`config.mk`:
```
export PLATFORM = sky130hd
export DESIGN_NAME = decode_controller
export DESIGN_NICKNAME = d
export VERILOG_FILES = /design/src/rtl/decode_pkg.sv /design/src/rtl/decode_controller_ctrl_decode.sv /design/src/rtl/decode_controller.sv
export SDC_FILE = /design/constraint.sdc
export NUM_CORES = 1
export LEC_CHECK = 0
export ABC_AREA = 1
export ABC_CLOCK_PERIOD_IN_PS = 1400
export BUFFER_PORTS_ARGS = -buffer_cell sky130_fd_sc_hd__buf_2
export CAP_MARGIN = 10
export CORE_MARGIN = 2
export CORE_UTILIZATION = 38
export CTS_CLUSTER_DIAMETER = 50
export CTS_CLUSTER_SIZE = 10
export DETAILED_ROUTE_END_ITERATION = 8
export PLACE_DENSITY = 0.78
export REMOVE_ABC_BUFFERS = 1
export SYNTH_ARGS = -nofsm -noshare
export SYNTH_HDL_FRONTEND = slang
export SYNTH_SLANG_ARGS = --single-unit
```
`constraint.sdc`:
```
create_clock -name clk -period 1.4 [get_ports clk]
set_input_delay 0.28 -clock clk [delete_from_list [all_inputs] [get_ports clk]]
set_output_delay 0.28 -clock clk [all_outputs]
set_load 0.02 [all_outputs]
```
`src/rtl/decode_pkg.sv`:
```
// Shared types and constants for the RV32I decode-stage controller:
// opcode values, immediate-format / result-source / ALU-op enums, the
// packed decode->execute control bundle, its bubble value and the trap FSM states.
package decode_pkg;

  localparam int unsigned OPCODE_W = 7;

  localparam logic [OPCODE_W-1:0] OP_LUI    = 7'b0110111;
  localparam logic [OPCODE_W-1:0] OP_AUIPC  = 7'b0010111;
  localparam logic [OPCODE_W-1:0] OP_JAL    = 7'b1101111;
  localparam logic [OPCODE_W-1:0] OP_JALR   = 7'b1100111;
  localparam logic [OPCODE_W-1:0] OP_BRANCH = 7'b1100011;
  localparam logic [OPCODE_W-1:0] OP_LOAD   = 7'b0000011;
  localparam logic [OPCODE_W-1:0] OP_STORE  = 7'b0100011;
  localparam logic [OPCODE_W-1:0] OP_IMM    = 7'b0010011;
  localparam logic [OPCODE_W-1:0] OP_OP     = 7'b0110011;
  localparam logic [OPCODE_W-1:0] OP_SYSTEM = 7'b1110011;

  typedef enum logic [2:0] {
    IMM_I = 3'b000,
    IMM_S = 3'b001,
    IMM_B = 3'b010,
    IMM_J = 3'b011,
    IMM_U = 3'b100
  } imm_src_t;

  typedef enum logic [1:0] {
    RES_ALU = 2'b00,
    RES_MEM = 2'b01,
    RES_PC4 = 2'b10
  } result_src_t;

  typedef enum logic [1:0] {
    ALU_ADD    = 2'b00,
    ALU_BRANCH = 2'b01,
    ALU_FUNCT  = 2'b10,
    ALU_PASS   = 2'b11
  } alu_op_t;

  typedef struct packed {
    logic        valid;
    logic        reg_wr;
    logic        mem_wr;
    logic        mem_rd;
    logic        branch;
    logic        jump;
    logic        alu_src;
    logic        pc_a;
    result_src_t result_src;
    alu_op_t     alu_op;
    logic        csr;
  } ctrl_t;

  localparam ctrl_t CTRL_BUBBLE = '{
    valid:      1'b0,
    reg_wr:     1'b0,
    mem_wr:     1'b0,
    mem_rd:     1'b0,
    branch:     1'b0,
    jump:       1'b0,
    alu_src:    1'b0,
    pc_a:       1'b0,
    result_src: RES_ALU,
    alu_op:     ALU_ADD,
    csr:        1'b0
  };

  typedef enum logic {
    ST_RUN  = 1'b0,
    ST_TRAP = 1'b1
  } trap_state_t;

endpackage

```
`src/rtl/decode_controller_ctrl_decode.sv`:
```
// Pure combinational opcode decoder.
//   opcode_i  : inst[6:0]
//   imm_src_o : immediate format select
//   ctrl_o    : control bundle (valid bit always 0; the top qualifies it)
//   legal_o   : opcode is a supported instruction
// Optional feature macro: DECODE_CSR_EN makes SYSTEM a legal CSR instruction.
module ctrl_decode
  import decode_pkg::*;
(
  input  logic [OPCODE_W-1:0] opcode_i,
  output logic [2:0]          imm_src_o,
  output ctrl_t               ctrl_o,
  output logic                legal_o
);

  imm_src_t imm_src;

  // Opcode -> controls; anything not listed stays at bubble values.
  always_comb begin
    imm_src = IMM_I;
    ctrl_o  = CTRL_BUBBLE;
    legal_o = 1'b0;
    case (opcode_i)
      OP_LUI: begin
        imm_src = IMM_U; legal_o = 1'b1;
        ctrl_o.reg_wr = 1'b1; ctrl_o.alu_src = 1'b1; ctrl_o.alu_op = ALU_PASS;
      end
      OP_AUIPC: begin
        imm_src = IMM_U; legal_o = 1'b1;
        ctrl_o.reg_wr = 1'b1; ctrl_o.alu_src = 1'b1; ctrl_o.pc_a = 1'b1;
      end
      OP_JAL: begin
        imm_src = IMM_J; legal_o = 1'b1;
        ctrl_o.reg_wr = 1'b1; ctrl_o.jump = 1'b1; ctrl_o.pc_a = 1'b1;
        ctrl_o.alu_src = 1'b1; ctrl_o.result_src = RES_PC4;
      end
      OP_JALR: begin
        imm_src = IMM_I; legal_o = 1'b1;
        ctrl_o.reg_wr = 1'b1; ctrl_o.jump = 1'b1; ctrl_o.alu_src = 1'b1;
        ctrl_o.result_src = RES_PC4;
      end
      OP_BRANCH: begin
        imm_src = IMM_B; legal_o = 1'b1;
        ctrl_o.branch = 1'b1; ctrl_o.alu_op = ALU_BRANCH;
      end
      OP_LOAD: begin
        imm_src = IMM_I; legal_o = 1'b1;
        ctrl_o.reg_wr = 1'b1; ctrl_o.mem_rd = 1'b1; ctrl_o.alu_src = 1'b1;
        ctrl_o.result_src = RES_MEM;
      end
      OP_STORE: begin
        imm_src = IMM_S; legal_o = 1'b1;
        ctrl_o.mem_wr = 1'b1; ctrl_o.alu_src = 1'b1;
      end
      OP_IMM: begin
        imm_src = IMM_I; legal_o = 1'b1;
        ctrl_o.reg_wr = 1'b1; ctrl_o.alu_src = 1'b1; ctrl_o.alu_op = ALU_FUNCT;
      end
      OP_OP: begin
        imm_src = IMM_I; legal_o = 1'b1;
        ctrl_o.reg_wr = 1'b1; ctrl_o.alu_op = ALU_FUNCT;
      end
`ifdef DECODE_CSR_EN
      OP_SYSTEM: begin
        imm_src = IMM_I; legal_o = 1'b1;
        ctrl_o.reg_wr = 1'b1; ctrl_o.csr = 1'b1;
      end
`endif
      default: ;
    endcase
  end

  assign imm_src_o = imm_src;

endmodule

```
`src/rtl/decode_controller.sv`:
```
// Decode-stage controller for the 3-stage RV32I pipeline.
// Drives imm_src_d combinationally, registers decoded controls into the
// decode->execute control register (stall/flush aware) and runs a RUN/TRAP
// FSM for illegal opcodes.
//   clk, rst        : clock, synchronous active-high reset
//   inst_d, valid_d : decode-stage instruction and its valid flag
//   stall, flush    : hold / kill the decode->execute transfer
//   trap_ack        : trap handler accepted trap_req
//   imm_src_d       : immediate format (zero latency)
//   *_e             : registered execute-stage controls
//   trap_req, stall_req : asserted while in TRAP
// Optional feature macro: DECODE_CSR_EN (SYSTEM opcode legal, drives csr_e).
module decode_controller
  import decode_pkg::*;
#(
  parameter int unsigned DW = 32
) (
  input  logic          clk,
  input  logic          rst,
  input  logic [DW-1:0] inst_d,
  input  logic          valid_d,
  input  logic          stall,
  input  logic          flush,
  input  logic          trap_ack,
  output logic [2:0]    imm_src_d,
  output logic          valid_e,
  output logic          reg_wr_e,
  output logic          mem_wr_e,
  output logic          mem_rd_e,
  output logic          branch_e,
  output logic          jump_e,
  output logic          alu_src_e,
  output logic          pc_a_e,
  output logic [1:0]    result_src_e,
  output logic [1:0]    alu_op_e,
  output logic          csr_e,
  output logic          trap_req,
  output logic          stall_req
);

  ctrl_t       dec_ctrl;
  logic        dec_legal;
  ctrl_t       ctrl_q, ctrl_d;
  trap_state_t state_q, state_d;

  // Only the opcode field matters to this controller.
  logic unused_inst;
  assign unused_inst = ^inst_d[DW-1:OPCODE_W];

  ctrl_decode u_decode (
    .opcode_i  (inst_d[OPCODE_W-1:0]),
    .imm_src_o (imm_src_d),
    .ctrl_o    (dec_ctrl),
    .legal_o   (dec_legal)
  );

  // Next-state for trap FSM and control register (flush > stall > load).
  always_comb begin
    state_d = state_q;
    ctrl_d  = ctrl_q;
    case (state_q)
      ST_RUN:  if (valid_d && !dec_legal && !stall && !flush) state_d = ST_TRAP;
      ST_TRAP: if (trap_ack || flush) state_d = ST_RUN;
      default: state_d = ST_RUN;
    endcase
    if (flush) begin
      ctrl_d = CTRL_BUBBLE;
    end else if (!stall) begin
      // Only a valid, legal instruction issued in RUN carries controls forward.
      if (valid_d && dec_legal && (state_q == ST_RUN)) begin
        ctrl_d       = dec_ctrl;
        ctrl_d.valid = 1'b1;
      end else begin
        ctrl_d = CTRL_BUBBLE;
      end
    end
  end

  always_ff @(posedge clk) begin
    if (rst) begin
      state_q <= ST_RUN;
      ctrl_q  <= CTRL_BUBBLE;
    end else begin
      state_q <= state_d;
      ctrl_q  <= ctrl_d;
    end
  end

  assign valid_e      = ctrl_q.valid;
  assign reg_wr_e     = ctrl_q.reg_wr;
  assign mem_wr_e     = ctrl_q.mem_wr;
  assign mem_rd_e     = ctrl_q.mem_rd;
  assign branch_e     = ctrl_q.branch;
  assign jump_e       = ctrl_q.jump;
  assign alu_src_e    = ctrl_q.alu_src;
  assign pc_a_e       = ctrl_q.pc_a;
  assign result_src_e = ctrl_q.result_src;
  assign alu_op_e     = ctrl_q.alu_op;
  assign csr_e        = ctrl_q.csr;
  assign trap_req     = (state_q == ST_TRAP);
  assign stall_req    = (state_q == ST_TRAP);

endmodule
```
==> summary.md, run 1 <==
| Metric | Value |
|---|---|
| Leading area contributor after synthesis | dfxtp_1 |
| Async S/R FF share, synth | 0% |
| Total global-route track usage | between 15 and 20% |
| Sequential fraction of the synthesis area | 36.7% |
| Adder and majority gate portion of the synthesized area | 0% |
| Mean instance size in the synthesized netlist | approximately 7.0 sq um |
| Average vias per placed instance | 4.78 |
| Post-synthesis instance area | 709 sq um |
| Number of nets at the end of the flow | between 150 and 200 |
| Die Width | 47.2 microns |
| Pin count of the biggest net entering global routing | 14 |
| Total setup violations reported at the end of the flow | 0 |
| Required time at the endpoint of the critical path | between 1 and 1.5 ns |
| Number of synthesized register bits | 13 |
| Prevailing post-synth register cell | dfxtp_1 |
| Number of vias in the routed layout | between 700 and 800 |
| Area Overhead vs Synth | 31.6% |
| Launching element type of the critical path | primary input |
| Max rail drop VDD | 326 uV |
| Launch point of the worst hold path | trap_ack |
| Proportion of layout cells with a drive suffix above 1 | between 40% and 50% |
| Global-route congestion overflow total | 0 |
| Nature of the critical path endpoint | output pin |
| Area share of xor/xnor cells in the synthesized design | 0% |
| Utilization after layout | a little over half |
| Critical Path Fanout Max | 6 |
| Design area | 933 sq um |
| Effective utilization at floorplan | about two fifths |
| Buffer levels on the longest clock path | 2 |
| Vias in the first global route | roughly 640 |
| Global-route wire length before repair | 2450 microns |
| Synthesized-area fraction occupied by and/or/nand/nor cells | between 40% and 50% |
| Endpoints failing hold | 0 |
| Quantity of hold-fixing buffers added after cts | 0 |
| Outcome | completed |
| Antenna violations before repair | 0 |
| Final worst-path cycle share | between 90 and 100% |
| Highest clock rate | approximately 0.75 GHz |
| Count of H-tree levels built during CTS | 1 |
| Count of pins on the block boundary | 56 |
| Antenna cell count | 0 |
| CTS Sinks | 13 |
| Clock-pin slew on the worst setup and hold paths | 0.07 ns |
| Final Critical Period | about 1.3 ns |
| Instance area after placement | roughly 900 sq um |
| Placeable core region | around 1700 sq um |
| Cell with the most instances after synthesis | nand2_1 |
| Power density over the cells | ~750 nW/um^2 |
| CTS root buf | clkbuf_4 |
| Commonest cells in the synthesized netlist | 27 x nand2_1, 15 x a21oi_1, 13 x dfxtp_1 |
| Number of core rows | 15 |
| Slack of the worst reg-to-reg path | ~0.36 ns |
| Max-capacitance violation count | 0 |
| Cell types with the largest area share after synthesis | dfxtp_1 37%, nand2_1 14%, a21oi_1 11% |
| Number of routed nets with antenna violations | 0 |
| Share of Yosys cell area claimed by the top area cell type | about 37% |
| Worst setup path class | in2out |
| Number of pins with negative max-slew slack in the final report | 0 |
| Remaining design rule violation count | 0 |
| Reg-to-reg critical path startpoint | stall_req$_SDFF_PP0_ |
| Startpoint of the worst setup timing path | inst_d[3] |
| Lkg Pwr | roughly 0.45 nW |
| Fraction of synthesized area in multiplexers | 0% |
| Violation count after the first detailed-routing iteration | 24 |
| RD Place Congestion | roughly 0.91 |
| Share of the synthesized area in compound gates (AO/OA/AOI/OAI) | around 13% |
| Count of flip-flops with a built-in enable after synthesis | 0 |
| TritonCTS clock tree | done |
| DR WL/cell | between 9 and 10 microns |
| Count of warnings emitted by yosys | 0 |
| Main combinational cell family by area after synthesis | simple AND/OR/NAND/NOR gates |
| Synth Instances | approximately 100 |
| Worst hold-check path type | in2reg |
| Data arrival at the endpoint of the critical path | ~1.1 ns |
| Clock buffers created by TritonCTS | 3 |
| Detailed-routing iteration count for the pre-antenna-repair pass | 4 |
| HPWL after detailed placement | between 1000 and 1500 microns |
| Setup Skew | 0.00147 ns |
| Setup repair after global routing missed its margin | false |
| Worst-Skew Late Latency | 0.27 ns |
| Number of distinct library cell variants in the gate-level netlist after synthesis | 22 |
| Y dimension of the die | 47.2 microns |
| Post-Route WL | 1550 microns |
| Overall die area | 2230 sq um |
| Count of input and output buffers | 29 |
[layer usage]
layer | vias up | global-route usage (%) | wire length (microns)
li1 | 391 | - | -
met1 | 328 | 18.1 | 658
met2 | 32 | 25.2 | 753
met3 | 5 | 4.23 | 111
met4 | 0 | 8.89 | 31
met5 | - | 0 | 0
[power by group]
group	switching, mW	total (mW)	internal (mW)
registers	0.000880	0.371	0.371
logic	0.0647	0.0988	0.0341
clock network	0.119	0.229	0.110
total	0.184	0.699	0.515
[logic make-up after synthesis]
logic type	count (synthesis)
AND/OR/NAND/NOR	55
AO/OA/AOI/OAI	18
buffers and inverters	14
flip-flops	13
other	1
[registers in the layout, summed over array words and instances (netlist names)]
| name | cells |
|---|---|
| stall_req | 1 |
| pc_a_e | 1 |
| alu_src_e | 1 |
| mem_rd_e | 1 |
| result_src_e | 2 |
| mem_wr_e | 1 |
| branch_e | 1 |
| reg_wr_e | 1 |
| alu_op_e | 2 |
| jump_e | 1 |
| valid_e | 1 |
[layout make-up]
class	instances	area, sq um
multi-input combinational	74	402
clock buffer	4	26.3
timing repair buffer	33	180
fill	183	812
inverter	9	33.8
tap	25	31.3
sequential	13	260
[path summary, 6_finish.rpt]
path                            to  cells past startpoint
max                   imm_src_d[1]                      7
min reg2reg  branch_e$_SDFFE_PP0N_                      2
max reg2reg   stall_req$_SDFF_PP0_                      4
min           stall_req$_SDFF_PP0_                      4
[through the flow]
step / worst slack (ns) / hold slack (ns) / power [mW] / setup TNS (ns) / std cells
floorplan: -0.232 / 0.420 / 0.431 / -2.67 / 96
global placement: 0.00834 / 0.446 / 0.470 / 0 / 153
detailed placement: -0.0344 / 0.452 / 0.473 / -0.0344 / 153
CTS: 0.00900 / 0.264 / 0.697 / 0 / 157
global route: 0.0122 / 0.271 / 0.745 / 0 / 158
finish: 0.0649 / 0.260 / 0.699 / 0 / 158
[cell usage in the layout, fill, tap and decap left out, types with 2 or more instances in the layout]
cell and count:
nand3_1 7, inv_1 5, buf_2 27, nand2_2 3, nand3_2 3, o21ai_0 2, nor2_2 5, a21oi_1 15
dfxtp_1 13, buf_4 6, inv_2 4, nor2_1 3, nand4_1 3, clkbuf_4 3, nand2_1 25
[critical path, cell delays in order]
cell	delay [ns]
buf_2	0.12
nor2_2	0.12
nand2_2	0.11
inv_2	0.10
nand3_1	0.10
nand2_1	0.09
buf_4	0.13
[repair_timing]
action | CTS | global route
gates cloned | 0 | 0
endpoints found under the setup margin | 1 | 2
setup buffers | 0 | 1
pin swaps | 0 | 2
resized for setup | 1 | 9
No activity file was read; power rests on OpenSTA's default activity.
==> run 2: changes to the inputs <==
--- a/config.mk
+++ b/config.mk
@@ -10,7 +10,7 @@
 export BUFFER_PORTS_ARGS = -buffer_cell sky130_fd_sc_hd__buf_2
 export CAP_MARGIN = 10
 export CORE_MARGIN = 2
-export CORE_UTILIZATION = 38
+export CORE_UTILIZATION = 41
 export CTS_CLUSTER_DIAMETER = 50
 export CTS_CLUSTER_SIZE = 10
 export DETAILED_ROUTE_END_ITERATION = 8
@@ -18,4 +18,5 @@
 export REMOVE_ABC_BUFFERS = 1
 export SYNTH_ARGS = -nofsm -noshare
 export SYNTH_HDL_FRONTEND = slang
+export SYNTH_HIERARCHICAL = 1
 export SYNTH_SLANG_ARGS = --single-unit
==> summary.md, run 2 <==
| Metric | Value |
|---|---|
| Placed cell count | between 150 and 200 |
| Area Overhead vs Synth | 49.3% |
| Smallest hold slack | 0.253 ns |
| Clock buffers created by TritonCTS | 3 |
| Proportion of layout cells with a drive suffix above 1 | around 56% |
| Required time at the endpoint of the critical path | ~1.1 ns |
| Most common cell after layout, fill and taps aside | buf_2 |
| Worst-Skew Late Latency | 0.28 ns |
| Startpoint of the worst setup timing path | inst_d[4] |
| Buffer levels on the longest clock path | 2 |
| Worst reg2reg path endpoint | alu_op_e[0]$_SDFFE_PP0N_ |
| Worst setup path class | in2out |
| Placeable core region | 1960 sq um |
| CTS root buf | clkbuf_4 |
| Effective utilization at floorplan | between 40% and 50% |
| Global-route wire length before repair | approximately 3700 microns |
| Lkg Pwr | a little under 0.6 nW |
| Remaining design rule violation count | 0 |
| Slack of the worst reg-to-reg path | approximately 0.43 ns |
| Number of core rows | 16 |
| Violation count after the first detailed-routing iteration | 8 |
| TritonCTS clock tree | done |
| Detailed-routing iteration count for the pre-antenna-repair pass | 4 |
| Launching element type of the critical path | primary input |
| Global-route congestion overflow total | 0 |
| Die Width | between 40 and 50 microns |
| Power density over the cells | ~670 nW/um^2 |
| Number of pins with negative max-slew slack in the final report | 0 |
| RD Place Congestion | approximately 0.79 |
| Nature of the critical path endpoint | output pin |
| Antenna cell count | 0 |
| Max-capacitance violation count | 0 |
| Outcome | completed |
| Final worst-path cycle share | about 97% |
| Antenna violations before repair | 0 |
| Final TNS setup | 0 ns |
| CTS Sinks | 14 |
| Endpoints failing hold | 0 |
| Average vias per placed instance | 4.86 |
| Number of nets at the end of the flow | 206 |
| Highest clock rate | roughly 0.74 GHz |
| Number of vias in the routed layout | 943 |
| Total setup violations reported at the end of the flow | 0 |
| Critical Path Fanout Max | 3 |
| Total global-route track usage | between 10% and 20% |
| Depth of the worst register-to-register path | 4 |
| Fin cells | around 190 |
| Worst setup path endpoint | imm_src_d[1] |
| Count of H-tree levels built during CTS | 1 |
| Worst hold-check path type | in2reg |
| Leading cell types in the layout, fill and taps excluded | 28 x buf_2, 26 x nand2_1, 21 x buf_4, 14 x dfxtp_1 |
| Final Critical Period | approximately 1.4 ns |
| Post-synthesis instance area | about 850 sq um |
| Power Total | ~0.84 mW |
| Mean instance size in the synthesized netlist | approximately 7 sq um |
| Y dimension of the die | roughly 49 microns |
| Launch point of the worst hold path | trap_ack |
| Count of pins on the block boundary | 56 |
| Setup Skew | ~0.0022 ns |
| Post-Route WL | approximately 2200 microns |
| Reg-to-reg critical path startpoint | stall_req$_SDFF_PP0_ |
| Synth Instances | between 100 and 150 |
| Pin count of the biggest net entering global routing | 15 |
| Count of input and output buffers | 30 |
| Utilization after layout | roughly 64% |
| Overall die area | ~2400 sq um |
| DR WL/cell | roughly 11 microns |
| Max rail drop VDD | roughly 680 uV |
| Data arrival at the endpoint of the critical path | roughly 1.1 ns |
| HPWL after detailed placement | around 1600 microns |
| Quantity of hold-fixing buffers added after cts | 0 |
| Number of routed nets with antenna violations | 0 |
| Vias in the first global route | 915 |
| Count of warnings emitted by yosys | 6 |
| Clock-pin slew on the worst setup and hold paths | 0.09 ns |
[run 2: where the power goes]
part | switching (mW) | internal [mW]
clock | 0.133 | 0.158
sequential | 0.00188 | 0.399
combinational | 0.0910 | 0.0591
total | 0.226 | 0.617
[run 2: final cells by class]
class                           count  area, sq um
Fill cell                         178          697
Multi-Input combinational cell     86          536
Timing Repair Buffer               51          329
Sequential cell                    14          280
Inverter                           12         50.0
Clock buffer                        4         36.3
Tap cell                           27         33.8
[run 2: metal layers]
| layer | part of all wire (%) | GRT usage (%) | wire length, microns |
|---|---|---|---|
| met2 | 51 | 34.7 | 1110 |
| met3 | 5.6 | 5.76 | 122 |
| met4 | 1.4 | 4.17 | 31 |
| met5 | 0 | 0 | 0 |
| met1 | 42 | 20.7 | 897 |
[run 2: how the worst min path moves through the flow]
stage	to	slack [ns]	cells past startpoint
after global placement	mem_wr_e$_SDFFE_PP0N_	0.45	2
after detailed placement	reg_wr_e$_SDFFE_PP0N_	0.46	2
after CTS	stall_req$_SDFF_PP0_	0.25	4
final	stall_req$_SDFF_PP0_	0.25	4
after global routing	stall_req$_SDFF_PP0_	0.26	4
after floorplan	alu_op_e[0]$_SDFFE_PP0N_	0.42	2
[run 2: repair_timing]
action / 4_1_cts / 5_1_grt
buffers inserted: 0 / 1
pin swaps: 0 / 4
gates resized for setup: 4 / 19
endpoints found under the setup margin: 2 / 15
[run 2: critical path, stage by stage]
cell,delay (ns)
buf_2,0.13
inv_4,0.08
nand3_4,0.08
buf_4,0.16
nor2_4,0.10
inv_1,0.05
nand2_1,0.08
buf_6,0.12
[run 2: metrics by stage]
step / setup WS, ns / instance area, sq um
3_5_place_dp: -0.203 / 1150
6_report: 0.0484 / 1260
5_1_grt: -0.0116 / 1260
4_1_cts: 0.0188 / 1190
3_3_place_gp: -0.104 / 1150
2_1_floorplan: -0.187 / 800
==> run 3: changes to the inputs <==
==> constraint.sdc (replaced) <==
create_clock -name clk -period 1.4 [get_ports clk]
set_input_delay 0.07 -clock clk [delete_from_list [all_inputs] [get_ports clk]]
set_output_delay 0.07 -clock clk [all_outputs]
set_load 0.02 [all_outputs]
==> summary.md, run 3 (synthesized netlist as in run 2, its figures left out) <==
| Metric | Value |
|---|---|
| Placeable core region | between 1500 and 2000 sq um |
| Lkg Pwr | 0.502 nW |
| Power Total | approximately 0.8 mW |
| RD Place Congestion | 0.783 |
| Worst setup path class | in2reg |
| Effective utilization at floorplan | roughly 43% |
| Antenna cell count | 0 |
| Multi-input gate area | between 400 and 500 sq um |
| Number of nets at the end of the flow | roughly 190 |
| Final TNS setup | 0 ns |
| Count of H-tree levels built during CTS | 1 |
| Buffer levels on the longest clock path | 2 |
| Flip-flop and latch area | about 280 sq um |
| Worst hold-check path type | in2reg |
| Critical Path Fanout Max | 12 |
| Number of buffer and inverter stages on the critical path | 5 |
| DR WL/cell | a little over 10 microns |
| Clock buffers created by TritonCTS | 3 |
| Required time at the endpoint of the critical path | between 1.5 and 2 ns |
| Quantity of hold-fixing buffers added after cts | 0 |
| Count of input and output buffers | 30 |
| Startpoint of the worst setup timing path | inst_d[1] |
| Power density over the cells | between 700 and 800 nW/um^2 |
| Number of logic stages on the critical path including buffering | 12 |
| Total setup violations reported at the end of the flow | 0 |
| Dpl ws | approximately 0.02 ns |
| Leading cell types in the layout, fill and taps excluded | 30 x buf_2, 28 x nand2_1, 14 x dfxtp_1, 12 x nor2_1 |
| Average vias per placed instance | 4.73 |
| CTS root buf | clkbuf_4 |
| Number of pins with negative max-slew slack in the final report | 0 |
| Global-route congestion overflow total | 0 |
| Outcome | completed |
| CTS Sinks | 14 |
| Setup repair after global routing missed its margin | false |
| Overall die area | roughly 2400 sq um |
| CP cell instances | buf_2 -> nand2_1 -> inv_1 -> nand2_2 -> inv_1 -> nand3_1 -> nand3_1 -> inv_1 -> nor2_2 -> buf_12 -> nand3_1 -> a21oi_1 |
| Depth of the worst register-to-register path | 4 |
| Top cell family by delay on the critical path | simple AND/OR/NAND/NOR gates |
| Pin count of the biggest net entering global routing | 15 |
| Utilization after layout | 54.9% |
| Max rail drop VDD | between 400 and 500 uV |
| Cell count of the worst hold path | 4 |
| Detailed-routing iteration count for the pre-antenna-repair pass | 4 |
| Launching element type of the critical path | primary input |
| Most common cell after layout, fill and taps aside | buf_2 |
| Crit path max-delay cell type | buf_12 |
| Highest clock rate | around 0.91 GHz |
| TritonCTS clock tree | done |
| Post-Route WL | about 1800 microns |
| Die Width | 49.5 microns |
| Global-route wire length before repair | roughly 3200 microns |
| Violation count after the first detailed-routing iteration | 13 |
| Proportion of layout cells with a drive suffix above 1 | ~45% |
| Launch point of the worst hold path | trap_ack |
| Clock-pin slew on the worst setup and hold paths | about 0.080 ns |
| Max-capacitance violation count | 0 |
| Data arrival at the endpoint of the critical path | 1.30 ns |
| HPWL after detailed placement | between 1000 and 1500 microns |
| Worst-Skew Late Latency | ~0.27 ns |
| Fin cells | 179 |
| Final Critical Period | around 1.1 ns |
| Placed cell count | roughly 180 |
| Vias in the first global route | a little under 800 |
| Setup Skew | 0.00308 ns |
| Number of resized instances in the post-cts repair step | 0 |
| Post-CTS Setup Inserts | 0 |
| Layout fillers | 214 |
| Count of pins on the block boundary | 56 |
| Remaining design rule violation count | 0 |
| Fin worst setup slack | ~0.3 ns |
| Area Overhead vs Synth | 27.2% |
| Antenna violations before repair | 0 |
| Total global-route track usage | around 16% |
| Nature of the critical path endpoint | flip-flop |
| Endpoints failing hold | 0 |
| Final worst-path cycle share | 78.4% |
| Reg-to-reg critical path startpoint | stall_req$_SDFF_PP0_ |
| Number of vias in the routed layout | between 800 and 900 |
| Number of core rows | 16 |
| Number of routed nets with antenna violations | 0 |
| Y dimension of the die | 49.5 microns |
| Critical Path Max Stage Delay | 0.16 ns |
[run 3: changes by cell type in the layout (fill, tap and decap cells not counted), moves of 2 or more]
cell     before  now
inv_4         2    0
nor2_4        4    0
nor2_2        5    3
buf_4        21    5
nand2_1      26   28
nor2_1        6   12
buf_2        28   30
[run 3: final timing paths]
kind / to / slack [ns]
max reg2reg: alu_op_e[0]$_SDFFE_PP0N_ / 0.41
min: stall_req$_SDFF_PP0_ / 0.05
min reg2reg: mem_wr_e$_SDFFE_PP0N_ / 0.46
max: alu_op_e[0]$_SDFFE_PP0N_ / 0.30
[run 3: cell type report]
type                            instances  share of cell area, %
Timing Repair Buffer                   36                   19.3
Inverter                               12                   4.18
Clock buffer                            4                   3.37
Tap cell                               27                   3.14
Multi-Input combinational cell         86                   44.0
Sequential cell                        14                   26.0
[run 3: worst register-to-register path: stages, from the launching register on]
cell,delay (ns)
dfxtp_1,0.36
nor2_2,0.19
buf_12,0.16
nand3_1,0.08
a21oi_1,0.13
[run 3: stage by stage]
stage	hold WS (ns)	area [sq um]
5_1_grt	0.0749	1080
4_1_cts	0.0447	1080
3_5_place_dp	0.351	1040
6_report	0.0547	1080
3_3_place_gp	0.340	1040
2_1_floorplan	0.210	800
[run 3: power by group]
group / internal (mW) / total [mW] / switching, mW
Clock: 0.158 / 0.285 / 0.127
Combinational: 0.0386 / 0.111 / 0.0719
Sequential: 0.399 / 0.401 / 0.00151
Total: 0.596 / 0.796 / 0.200
[run 3: layer usage]
layer	routed length [microns]	vias to the layer above	global-route usage (%)	part of all wire (%)
met4	7	0	6.94	0.38
met1	818	372	20.0	45
met3	106	2	3.03	5.8
li1	-	445	-	-
met2	890	27	28.2	49
met5	0	-	0	0
